<file path="config.mk">
export PLATFORM = sky130hd
export DESIGN_NAME = counter_161
export DESIGN_NICKNAME = d
export VERILOG_FILES = /design/src/rtl/counter_161.sv
export SDC_FILE = /design/constraint.sdc
export NUM_CORES = 1
export LEC_CHECK = 0
export ABC_AREA = 1
export CORE_AREA = 5 5 42 44
export DETAILED_ROUTE_END_ITERATION = 10
export DIE_AREA = 0 0 47 49
export PLACE_DENSITY = 0.66
export SLEW_MARGIN = 20
export SYNTH_ARGS = -nofsm -noshare
export SYNTH_HDL_FRONTEND = slang
export SYNTH_SLANG_ARGS = --single-unit
</file>
<file path="constraint.sdc">
create_clock -name CLK -period 1.6 [get_ports CLK]
set_input_delay 0.24 -clock CLK [delete_from_list [all_inputs] [get_ports CLK]]
set_output_delay 0.24 -clock CLK [all_outputs]
set_load 0.01 [all_outputs]
</file>
<file path="src/rtl/counter_161.sv">
// rtl/counter_161.sv - presettable cascadable up/down counter with optional push-button step input
module counter_161 #(
  parameter int WIDTH    = 4,
  parameter int MAX      = 15,
  parameter bit USE_STEP = 1'b0
) (
  input  logic             CLK,
  input  logic             CLR_N,
  input  logic             LD_N,
  input  logic             ENP,
  input  logic             ENT,
  input  logic             UP,
  input  logic             STEP,
  input  logic [WIDTH-1:0] D,
  output logic [WIDTH-1:0] Q,
  output logic             RCO
);

  localparam logic [WIDTH-1:0] MAX_V = WIDTH'(MAX);

  logic             s1;
  logic             s2;
  logic             s3;
  logic             step_pulse;
  logic             cnt_en;
  logic [WIDTH-1:0] q_next;

  // s1/s2 resynchronize the raw button; s3 delays s2 to turn each rising edge into a single pulse.
  // With USE_STEP=0 these flops drive nothing and are trimmed by synthesis.
  always_ff @(posedge CLK or negedge CLR_N) begin
    if (!CLR_N) begin
      s1 <= 1'b0;
      s2 <= 1'b0;
      s3 <= 1'b0;
    end else begin
      s1 <= STEP;
      s2 <= s1;
      s3 <= s2;
    end
  end

  assign step_pulse = USE_STEP ? (s2 & ~s3) : 1'b1;
  assign cnt_en     = LD_N & ENP & ENT & step_pulse;

  // Out-of-range values (loaded above MAX) fold back into 0..MAX in either direction.
  always_comb begin
    q_next = Q;
    if (!LD_N) begin
      q_next = D;
    end else if (cnt_en) begin
      if (UP) begin
        q_next = (Q >= MAX_V) ? '0 : Q + 1'b1;
      end else begin
        q_next = ((Q == '0) || (Q > MAX_V)) ? MAX_V : Q - 1'b1;
      end
    end
  end

  always_ff @(posedge CLK or negedge CLR_N) begin
    if (!CLR_N) begin
      Q <= '0;
    end else begin
      Q <= q_next;
    end
  end

  assign RCO = ENT & (UP ? (Q == MAX_V) : (Q == '0));

endmodule
</file>
Word level (Yosys, flattened, before mapping)
Cells that the tools add are included.
{ "op_classes": {"magnitude_cmp": 2, "n_mux": 6, "bitwise": 3, "add_sub_neg": 2, "eq_ne": 2, "n_reduce_logical": 2} }
{ "ops": {"columns": ["operator", "n"], "rows": [
  ["$mux W4", 5],
  ["$add A4 B1 Y4 const B", 1],
  ["$eq A4 B4 Y1 const B", 1],
  ["$ge A4 B4 Y1 const B", 1],
  ["$gt A4 B4 Y1 const B", 1],
  ["$logic_not A4 Y1", 1],
  ["$sub A4 B1 Y4 const B", 1],
  ["$and A1 B1 Y1", 3],
  ["$ne A2 B1 Y1 const B", 1],
  ["$logic_or A1 B1 Y1", 1],
  ["$mux W1", 1]
]} }
{ "word_totals": {"inputBits": 11, "reg_bits": 4, "output_inout_bits": 5, "word_cells": 18} }

Longest topological paths before layout
{ "depth": {"word_depth": 6, "depth_mapped": 9, "ltp_nobuf": 9} }

Least setup slack after synthesis
OpenSTA, ideal clock, no wires.
{ "synth_path": {"path_type": "flip-flop to output port", "start": "register Q[0]", "end": "output RCO", "n_path_buf": 0, "setup_slack_ns": 0.095, "t_arrival_ns": 1.265, "stages_incl_launch_ff": 7, "required_time_ns": 1.360, "cell_sequence": "dfrtp_1 > inv_1 > ha_1 > inv_1 > nor2_2 > nand2_1 > a21boi_0"} }
{ "synth_between": {"elab_chain_len": 3, "elab_cells_between_ends": 4, "classes_between": "eq/ne: 1; mux: 1; bitwise: 1; reduce/logical: 1"} }
{ "synth_rtl": {"columns": ["element", "line_no", "text"], "rows": [
  ["start, declared", "15", "output logic [WIDTH-1:0] Q,"],
  ["start signal, assigned", "63", "Q <= q_next;"],
  ["$eq A4 B4 Y1 or $logic_not A4 Y1 (tied branches)", "67", "assign RCO = ENT & (UP ? (Q == MAX_V) : (Q == '0));"],
  ["$mux W1 (*)", "67", null],
  ["$and A1 B1 Y1 (*)", "67", null],
  ["end, declared", "16", "output logic RCO"]
]} }
Every way passes the cells marked *; elsewhere a longest branch is shown, timed or not.

Worst setup path after layout
Same ends and word-level chain as after synthesis.

==> flow_summary.toml <==
[clock_tree]
insertion_delay_ns = 0.23
cts_tree = "yes"
cts_buffer_depth = 2
clkTransAtPathRegs_ns = 0.04
cts_root_buf = "clkbuf_4"
cts_buffers = 3
cts_sinks = 4
htree_levels = 1

[setup_path]
r2r_cells = 10
crit_path_start_kind = "flip-flop"
regToRegSetupSlack_ns = 0.18
crit_path_start = "Q[0]$_DFFE_PN0P_"
cp_slowest_cell = "dfrtp_1"
cpMostUsedCell = "inv_2"
crit_end = "RCO"
critical_path.cell_chain = "inv_2, ha_4, inv_2, nor2_4, nand2_2, a21boi_2, buf_2"
reg2reg_from = "Q[0]$_DFFE_PN0P_"
worst_path_largest_cell_delay_ns = 0.41
criticalPathCategory = "reg2out"
cp.arrival_ns = 1.34
critPathMaxFanout = 4
reg2reg_to = "Q[0]$_DFFE_PN0P_"
crit_path_end_kind = "primary output"
cp.required_ns = 1.36

[place]
gp_congestion = 0.854
dp_hpwl_um = 815
port_buffers = 14
post-place-ws_ns = -0.378
placed_area_um2 = 606

[floorplanning]
start_util_pct = 27.2
rows = 14
dieArea_mm2 = 0.00230
num_io_pins = 16
die_w_um = 47
die_y_um = 49
fp.coreArea_mm2 = 0.00140

[hold_path]
hp-class = "in2async"

[routing]
first_pass_iters = 4
drc = 0
wl_per_cell_um = 10.0
drt_iter0_drc = 6
vias = 495
postRouteAntennaNets = 0
via_per_inst = 4.54
routed_wl_um = 1090

[grt]
grt_max_degree = 9
antenna_found_initial = 0
grt_overflow = 0
grt_usage_pct = 10.6
grt_pass1_wl_um = 1710
grt_pass1_vias = 437

[status]
status = "finished, final reports clean"

[final_layout]
syn_to_final_growth_pct = 84.6
fin_nets = 108
n_antenna_cell = 0
largest_reg_flops = 4
top_register = "Q"
ff_latch_area_um2 = 100
nFillCells = 146
drive_gt1_share_pct = 36.6
multi_input_area_um2 = 268
top_regs = "Q (4)"
design_area_um2 = 704

[synth]
yosysSeqAreaShare_pct = 26.2
synthTopCellsByArea = "dfrtp_1 26%, nand2_1 20%, nand3_1 10%, inv_1 7.9%, ha_1 6.6%"
synth_area_um2 = 382
netlist_top_cells_count = "20 x nand2_1, 8 x inv_1, 8 x nand3_1"
synthesis.nets = 74
syn_inst = 61
synth_edf_count = 0
async_flop_share_pct = 100
synth_top_cell_by_area = "dfrtp_1"
avgSynthCellArea_um2 = 6.26
synth-main-ff-cell = "dfrtp_1"
ys_ff_latch = 4
ys_types = 16
yosysWarnings = 0
synth.most_common_cell = "nand2_1"
synth_top_cell_area_share_pct = 26.2

[sta]
max-slew-margin-rel_pct = 84.2
rsz0062_at_grt = "true"
finalWorstSetupSlack_ns = 0.0163
hold_violations = 0
fmax_ghz = 0.631
drv_slew = 0
period_minus_slack_ns = 1.58
final.period_utilization_pct = 99.0
fin_worst_skew_ns = 0.00145
worstMarginPinSlew_ns = 0.236
finalSetupViolCount = 0
fin_setup_tns_ns = 0

[flow_run]
drv_cap = 0

[power_and_ir_drop]
power_density_mw_per_mm2 = 829
p_leak_nw = 0.368
vdd_ir_drop_max_mv = 0.410
worst min-delay path by stage:
stage / endpoint / slack [ns] / cells past startpoint
after CTS: Q[0]$_DFFE_PN0P_ / 0.20 / 1
after global routing: Q[3]$_DFFE_PN0P_ / 0.21 / 1
after detailed placement: Q[3]$_DFFE_PN0P_ / 0.45 / 1
final: Q[0]$_DFFE_PN0P_ / 0.21 / 1
after floorplan: Q[0]$_DFFE_PN0P_ / -0.06 / 0
after global placement: Q[3]$_DFFE_PN0P_ / 0.45 / 1
power breakdown:
group / switching (W) / internal (W) / total, W
combinational: 0.000150 / 0.000176 / 0.000326
sequential: 0.0000144 / 0.000119 / 0.000134
clock: 0.0000403 / 0.0000838 / 0.000124
repair_timing:
item                       in CTS  in global routing
buffers inserted                2                  4
hold buffers                    0                  0
setup endpoints to repair       1                  3
pin swaps                       2                  5
resized for setup               5                 12
logic make-up after synthesis:
kind of cell	after synthesis	synth area share [%]
AND/OR/NAND/NOR	37	42.3
buffers and inverters	10	11.8
AO/OA/AOI/OAI	7	10.8
flip-flops	4	26.2
adder cells (fa/ha/maj)	2	6.56
XOR/XNOR	1	2.30
cell type report:
class | count | area share (%)
tap | 16 | 2.84
multi-input combinational | 47 | 38.0
sequential | 4 | 14.2
clock buffer | 3 | 3.20
timing repair buffer | 30 | 36.9
inverter | 9 | 4.80
metal layers:
metal  routed length, µm  global-route usage (%)
met1                 408                    11.1
met2                 598                    15.6
met3                  50                    2.58
met4                  36                    11.1
met5                   0                       0
metrics by stage:
step	util [%]	hold slack, ns	std cells	power [W]
2_1_floorplan	-	-0.0556	61	0.000271
3_3_place_gp	43.2	0.450	100	0.000404
3_5_place_dp	43.2	0.452	100	0.000405
4_1_cts	45.5	0.204	105	0.000540
5_1_grt	50.3	0.209	109	0.000636
6_report	50.3	0.205	109	0.000584
critical path: cells and delay by family, from the launching register on:
| family | cells | cell delay, ns |
|---|---|---|
| simple gates | 2 | 0.19 |
| fa+ha+maj | 1 | 0.12 |
| flops | 1 | 0.41 |
| buf+inv | 3 | 0.27 |
| compound gates | 1 | 0.12 |
layout by cell type (no fill, tap or decap), drive strengths merged, types with 2 or more instances in the layout:
cell type       n
nand3           8
dfrtp           4
inv             9
o21ai           4
clkbuf          3
a21oi           2
ha              2
buf            17
clkdlybuf4s50  11
dlymetal6s2s    2
nor2            8
nand2          20
Power figures use the tool's default switching activity.
==> edit 1, RTL diff (same flow settings) <==
Change the parameter `WIDTH` from 4 to 5.
--- a/src/rtl/counter_161.sv
+++ b/src/rtl/counter_161.sv
@@ -1,6 +1,6 @@
 // rtl/counter_161.sv - presettable cascadable up/down counter with optional push-button step input
 module counter_161 #(
-  parameter int WIDTH    = 4,
+  parameter int WIDTH    = 5,
   parameter int MAX      = 15,
   parameter bit USE_STEP = 1'b0
 ) (
Ports: changed (resized D and Q); port bits go from 16 to 18. The function was not compared with the original's and may differ.
==> edit 1 against the unedited design <==
The flow now finishes with violations (setup timing); power is 28% higher; register-to-register slack lost 140 ps; sequential cell count up 1; final area increased by 39%; wire length up 61%; worst setup slack worse by 190 ps; global-route usage up 4.3 points; fmax down 11%; synthesized area grew 46%.
==> edit 1: results (changes against the unedited design) <==
| Metric | Value |
|---|---|
| Max-slew headroom | `81.9% (-2.3 points)` |
| Synth top cells by count | `nand2_1, nor2_1, inv_1` |
| Final nets | `147 (+36%)` |
| Sequential element share of the synthesized area | `22.5% (-3.7 points)` |
| Antenna cells | `0 (unchanged)` |
| TNS Setup | `-178 ps (-178 ps)` |
| HP Class | `primary input to asynchronous set/reset pin` |
| RePlAce Congestion | `0.858 (+0.44%)` |
| Crit path largest cell delay | `430 ps (+20 ps)` |
| Biggest regs | `Q: 5 flops` |
| Clock skew | `6.17 ps (+4.72 ps)` |
| Wirelength per Cell | `12.0 um (+20%)` |
| IO buf count | `16 (+2)` |
| Storage element area | `130 um2 (+30%)` |
| Share of layout cells above drive strength 1 | `42.7% (+6.2 points)` |
| Vias | `716 (+45%)` |
| Clock Tree Buf Depth | `2 (unchanged)` |
| Drt initial violations | `15 (+9)` |
| Distinct cells, synth | `17 (+1)` |
| Status | `finished with violations` |
| Total CTS buffers | `3 (unchanged)` |
| First-pass GRT wire length | `2540 um (+48%)` |
| Post-CTS Hold Buffers | `0 (unchanged)` |
| CP delay by family, top | `flip-flops` |
| H-Tree Level Count | `1 (unchanged)` |
| Crit path max fanout | `4 (unchanged)` |
| Dpl hpwl | `1300 um (+60%)` |
| Worst skew pair latency | `240 ps` |
| Post-DR vias/cell | `4.87 (+7.3%)` |
| FFs w/ async S/R, synth | `100% (unchanged)` |
| Switch Pwr | `0.281 mW (+37%)` |
| Hold_ws | `218 ps (+13.1 ps)` |
| Slowest stage cell, crit path | `dfrtp_2` |
| Syn nets | `107 (+45%)` |
| Tot GR Track Use | `14.9% (+4.3 points)` |
| FF-to-FF setup slack | `40 ps (-140 ps)` |
| Antenna violations before repair | `0 (unchanged)` |
| Clock Pin Slew Worst Setup and Hold Paths | `40 ps (about the same)` |
| Fill cell count | `132 (-9.6%)` |
| Violated checks | `setup timing` |
| DRT Pass-1 Iters | `5 (+1)` |
| Dominant synthesized flop cell | `dfrtp_1` |
| CTS root buffer | `clkbuf_4` |
| Post-route worst setup slack | `-178 ps (-195 ps)` |
| Top cells by area, synth | `dfrtp_1, nand2_1, nor2_1` |
| Endpoints failing setup | `1 (+1)` |
| Worst reg2reg path depth | `10 (unchanged)` |
| Cell count after placement | `142 (+42%)` |
| Leakage | `0.496 nW (+35%)` |
| Number of global-route vias before repair | `632 (+45%)` |
| Syn_area_per_cell | `6.04 um2 (-3.5%)` |
| Syn. warnings | `0 (unchanged)` |
| DP Area | `865 um2 (+43%)` |
| Pin count of the biggest net entering global routing | `9 (unchanged)` |
| Reg2Reg Launch Point | `Q[0]` |
| Max rail drop VDD | `672 uV (+64%)` |
| FF-to-FF End | `Q[1]` |
-- edit 1: logic make-up after synthesis --
kind of cell	count (synthesis)	synth area share, %
xor+xnor	1	1.58
compound gates	9	8.11
fa+ha+maj	3	6.76
buf+inv	13	11.5
simple gates	61	49.5
flops	5	22.5
-- edit 1: repair_timing --
action	CTS	global route
resized for setup	9	24
setup endpoints to repair	5	8
pin swaps	1	12
buffers inserted	1	0
gates cloned	0	0
hold endpoints to repair	0	0
-- edit 1: per-stage QoR --
step | total power, mW | setup slack [ps]
detailed placement | 0.535 | -308
global route | 0.808 | -239
global placement | 0.529 | -275
finish | 0.745 | -178
floorplan | 0.347 | 15.3
CTS | 0.698 | -128
-- edit 1: area by class of cell --
type	instances	share of cell area (%)
Timing Repair Buffer	37	32.6
Tap cell	16	2.05
Multi-Input combinational cell	74	44.9
Sequential cell	5	13.3
Inverter	11	4.48
Clock buffer	4	2.69
-- edit 1: power by group through the flow --
stage                     sequential, mW  combinational, mW  clock (mW)
after CTS                          0.172              0.377       0.150
after global placement             0.169              0.359           0
after floorplan                    0.182              0.165           0
final                              0.178              0.424       0.142
after detailed placement           0.170              0.365           0
after global routing               0.182              0.461       0.165
-- edit 1: worst max-delay path by stage --
stage	slack, ps	endpoint	cells after the start	startpoint
final	-180	RCO	6	Q[0]
after global routing	-240	RCO	6	Q[0]
after CTS	-130	RCO	6	Q[0]
after detailed placement	-310	RCO	6	Q[0]
after global placement	-280	RCO	6	Q[0]
after floorplan	20	RCO	6	Q[0]
-- edit 1: per-layer routing --
layer	vias up	share of wire [%]	wire length, um	track usage, %
li1	365	-	-	-
met1	314	41	725	17.3
met2	33	51	904	25.1
met3	4	5.8	102	4.06
met4	0	1.6	28	5.07
met5	-	0	0	0
==> edit 2, RTL diff (config.mk and constraints unchanged) <==
Made on the original files. Register the inputs `LD_N`, `ENP`, `ENT`, `UP`, `STEP` and `D` before use, without a reset. The logic sees them one clock later.
--- a/src/rtl/counter_161.sv
+++ b/src/rtl/counter_161.sv
@@ -18,6 +18,22 @@
 
   localparam logic [WIDTH-1:0] MAX_V = WIDTH'(MAX);
 
+  logic LD_N_q;
+  logic ENP_q;
+  logic ENT_q;
+  logic UP_q;
+  logic STEP_q;
+  logic [WIDTH-1:0] D_q;
+
+  always_ff @(posedge CLK) begin
+    LD_N_q <= LD_N;
+    ENP_q  <= ENP;
+    ENT_q  <= ENT;
+    UP_q   <= UP;
+    STEP_q <= STEP;
+    D_q    <= D;
+  end
+
   logic             s1;
   logic             s2;
   logic             s3;
@@ -33,22 +49,22 @@
       s2 <= 1'b0;
       s3 <= 1'b0;
     end else begin
-      s1 <= STEP;
+      s1 <= STEP_q;
       s2 <= s1;
       s3 <= s2;
     end
   end
 
   assign step_pulse = USE_STEP ? (s2 & ~s3) : 1'b1;
-  assign cnt_en     = LD_N & ENP & ENT & step_pulse;
+  assign cnt_en     = LD_N_q & ENP_q & ENT_q & step_pulse;
 
   // Out-of-range values (loaded above MAX) fold back into 0..MAX in either direction.
   always_comb begin
     q_next = Q;
-    if (!LD_N) begin
-      q_next = D;
+    if (!LD_N_q) begin
+      q_next = D_q;
     end else if (cnt_en) begin
-      if (UP) begin
+      if (UP_q) begin
         q_next = (Q >= MAX_V) ? '0 : Q + 1'b1;
       end else begin
         q_next = ((Q == '0) || (Q > MAX_V)) ? MAX_V : Q - 1'b1;
@@ -64,6 +80,6 @@
     end
   end
 
-  assign RCO = ENT & (UP ? (Q == MAX_V) : (Q == '0));
+  assign RCO = ENT_q & (UP_q ? (Q == MAX_V) : (Q == '0));
 
 endmodule
Function: changed (Yosys sat finds a counterexample within 4 cycles, from zero or initial values).
==> edit 2 against the unedited design <==
Synthesized area grew 42%; sequential cell count grew 8; wire length shrank 0.64%; count of clock-buffer cells in the layout is the same; worst setup slack lost 9.0 ps; largest cell class is now flip-flops and latches; critical path depth is the same; via count grew 3.2%; power grew 27%; final area grew 17%.
==> edit 2: results (changes against the unedited design) <==
| Metric | Value |
|---|---|
| Leakage | `0.429 nW (+16%)` |
| Clock skew | `0.583 ps (-0.870 ps)` |
| FF-to-FF setup slack | `230 ps (+50 ps)` |
| DRT Wirelength | `1090 um (-0.64%)` |
| Syn nets | `78 (+5.4%)` |
| CP startpoint | `Q[1]` |
| Tot GR Track Use | `11.1% (+0.55 points)` |
| Dpl hpwl | `860 um (+5.5%)` |
| Crit path max fanout | `3 (-1)` |
| Final instance area | `826 um2 (+17%)` |
| RePlAce Congestion | `0.802 (-6.2%)` |
| Distinct cells, synth | `17 (+1)` |
| Share of layout cells above drive strength 1 | `28.4% (-8.1 points)` |
| Dominant synthesized flop cell | `dfxtp_1` |
| Drt initial violations | `3 (-3)` |
| FF-to-FF End | `Q[3]` |
| DP Area | `764 um2 (+26%)` |
| Status | `complete, no violations` |
| Number of global-route vias before repair | `477 (+9.2%)` |
| Top cells by area, synth | `dfxtp_1, dfrtp_1, nand2_1` |
| Synth top cells by count | `nand2_1, inv_1, nand3_1` |
| Biggest regs | `D_q: 4 flops, Q: 4 flops` |
| First-pass GRT wire length | `1810 um (+5.6%)` |
| Max rail drop VDD | `425 uV (+3.5%)` |
| Worst reg2reg path depth | `11 (+1)` |
| Pin count of the biggest net entering global routing | `8 (-1)` |
| Final nets | `110 (+1.9%)` |
-- edit 2: stage by stage --
step	setup WS (ps)	power [mW]	instances	hold WS (ps)	setup TNS (ps)
6_report	7.25	0.744	111	177	0
2_1_floorplan	119	0.458	65	-55.6	0
3_3_place_gp	-197	0.562	104	431	-197
4_1_cts	-7.17	0.756	112	174	-7.17
3_5_place_dp	-173	0.565	104	426	-173
5_1_grt	-120	0.793	111	171	-120
-- edit 2: power by group --
part           internal [mW]  switching [mW]  total [mW]
Clock                 0.0866          0.0799       0.167
Sequential             0.325          0.0195       0.345
Combinational          0.129           0.104       0.233
-- edit 2: logic make-up (layout without fill, tap and decap cells) --
family	Yosys count	after routing	synth area share [%]
fa+ha+maj	2	2	4.63
flops	12	12	48.1
xor+xnor	2	2	3.24
compound gates	6	6	8.80
simple gates	32	32	26.2
buf+inv	11	41	9.03
-- edit 2: how the worst min path moves through the flow --
| stage | start | end | slack (ps) | cells after the start |
|---|---|---|---|---|
| global route | CLR_N | Q[3] | 170 | 1 |
| floorplan | CLR_N | Q[0] | -60 | 0 |
| finish | CLR_N | Q[2] | 180 | 1 |
| global placement | D_q[1] | Q[1] | 430 | 2 |
| CTS | CLR_N | Q[2] | 170 | 1 |
| detailed placement | D_q[1] | Q[1] | 430 | 2 |
-- edit 2: repair_timing --
item	4_1_cts	5_1_grt
setup endpoints to repair	2	4
setup buffers	5	1
hold endpoints to repair	0	0
resized for setup	6	6
pin swaps	1	5
hold buffers	0	0
-- edit 2: worst max-delay path: stages, from the launching register on --
cell and delay, ps:
dfrtp_1 390, inv_1 80, ha_1 140, inv_1 50
nor2_2 90, nand2_1 70, a21boi_1 130, buf_2 140
-- edit 2: layout make-up --
| cell class | instances | share of cell area, % |
|---|---|---|
| Sequential cell | 12 | 31.5 |
| Multi-Input combinational cell | 42 | 29.2 |
| Tap cell | 16 | 2.42 |
| Clock buffer | 3 | 2.73 |
| Timing Repair Buffer | 28 | 29.5 |
| Inverter | 10 | 4.55 |
-- edit 2: layer usage --
layer | global-route usage, % | wire length [um]
met5 | 0 | 0
met4 | 8.29 | 14
met1 | 10.4 | 423
met2 | 19.0 | 587
met3 | 3.32 | 59
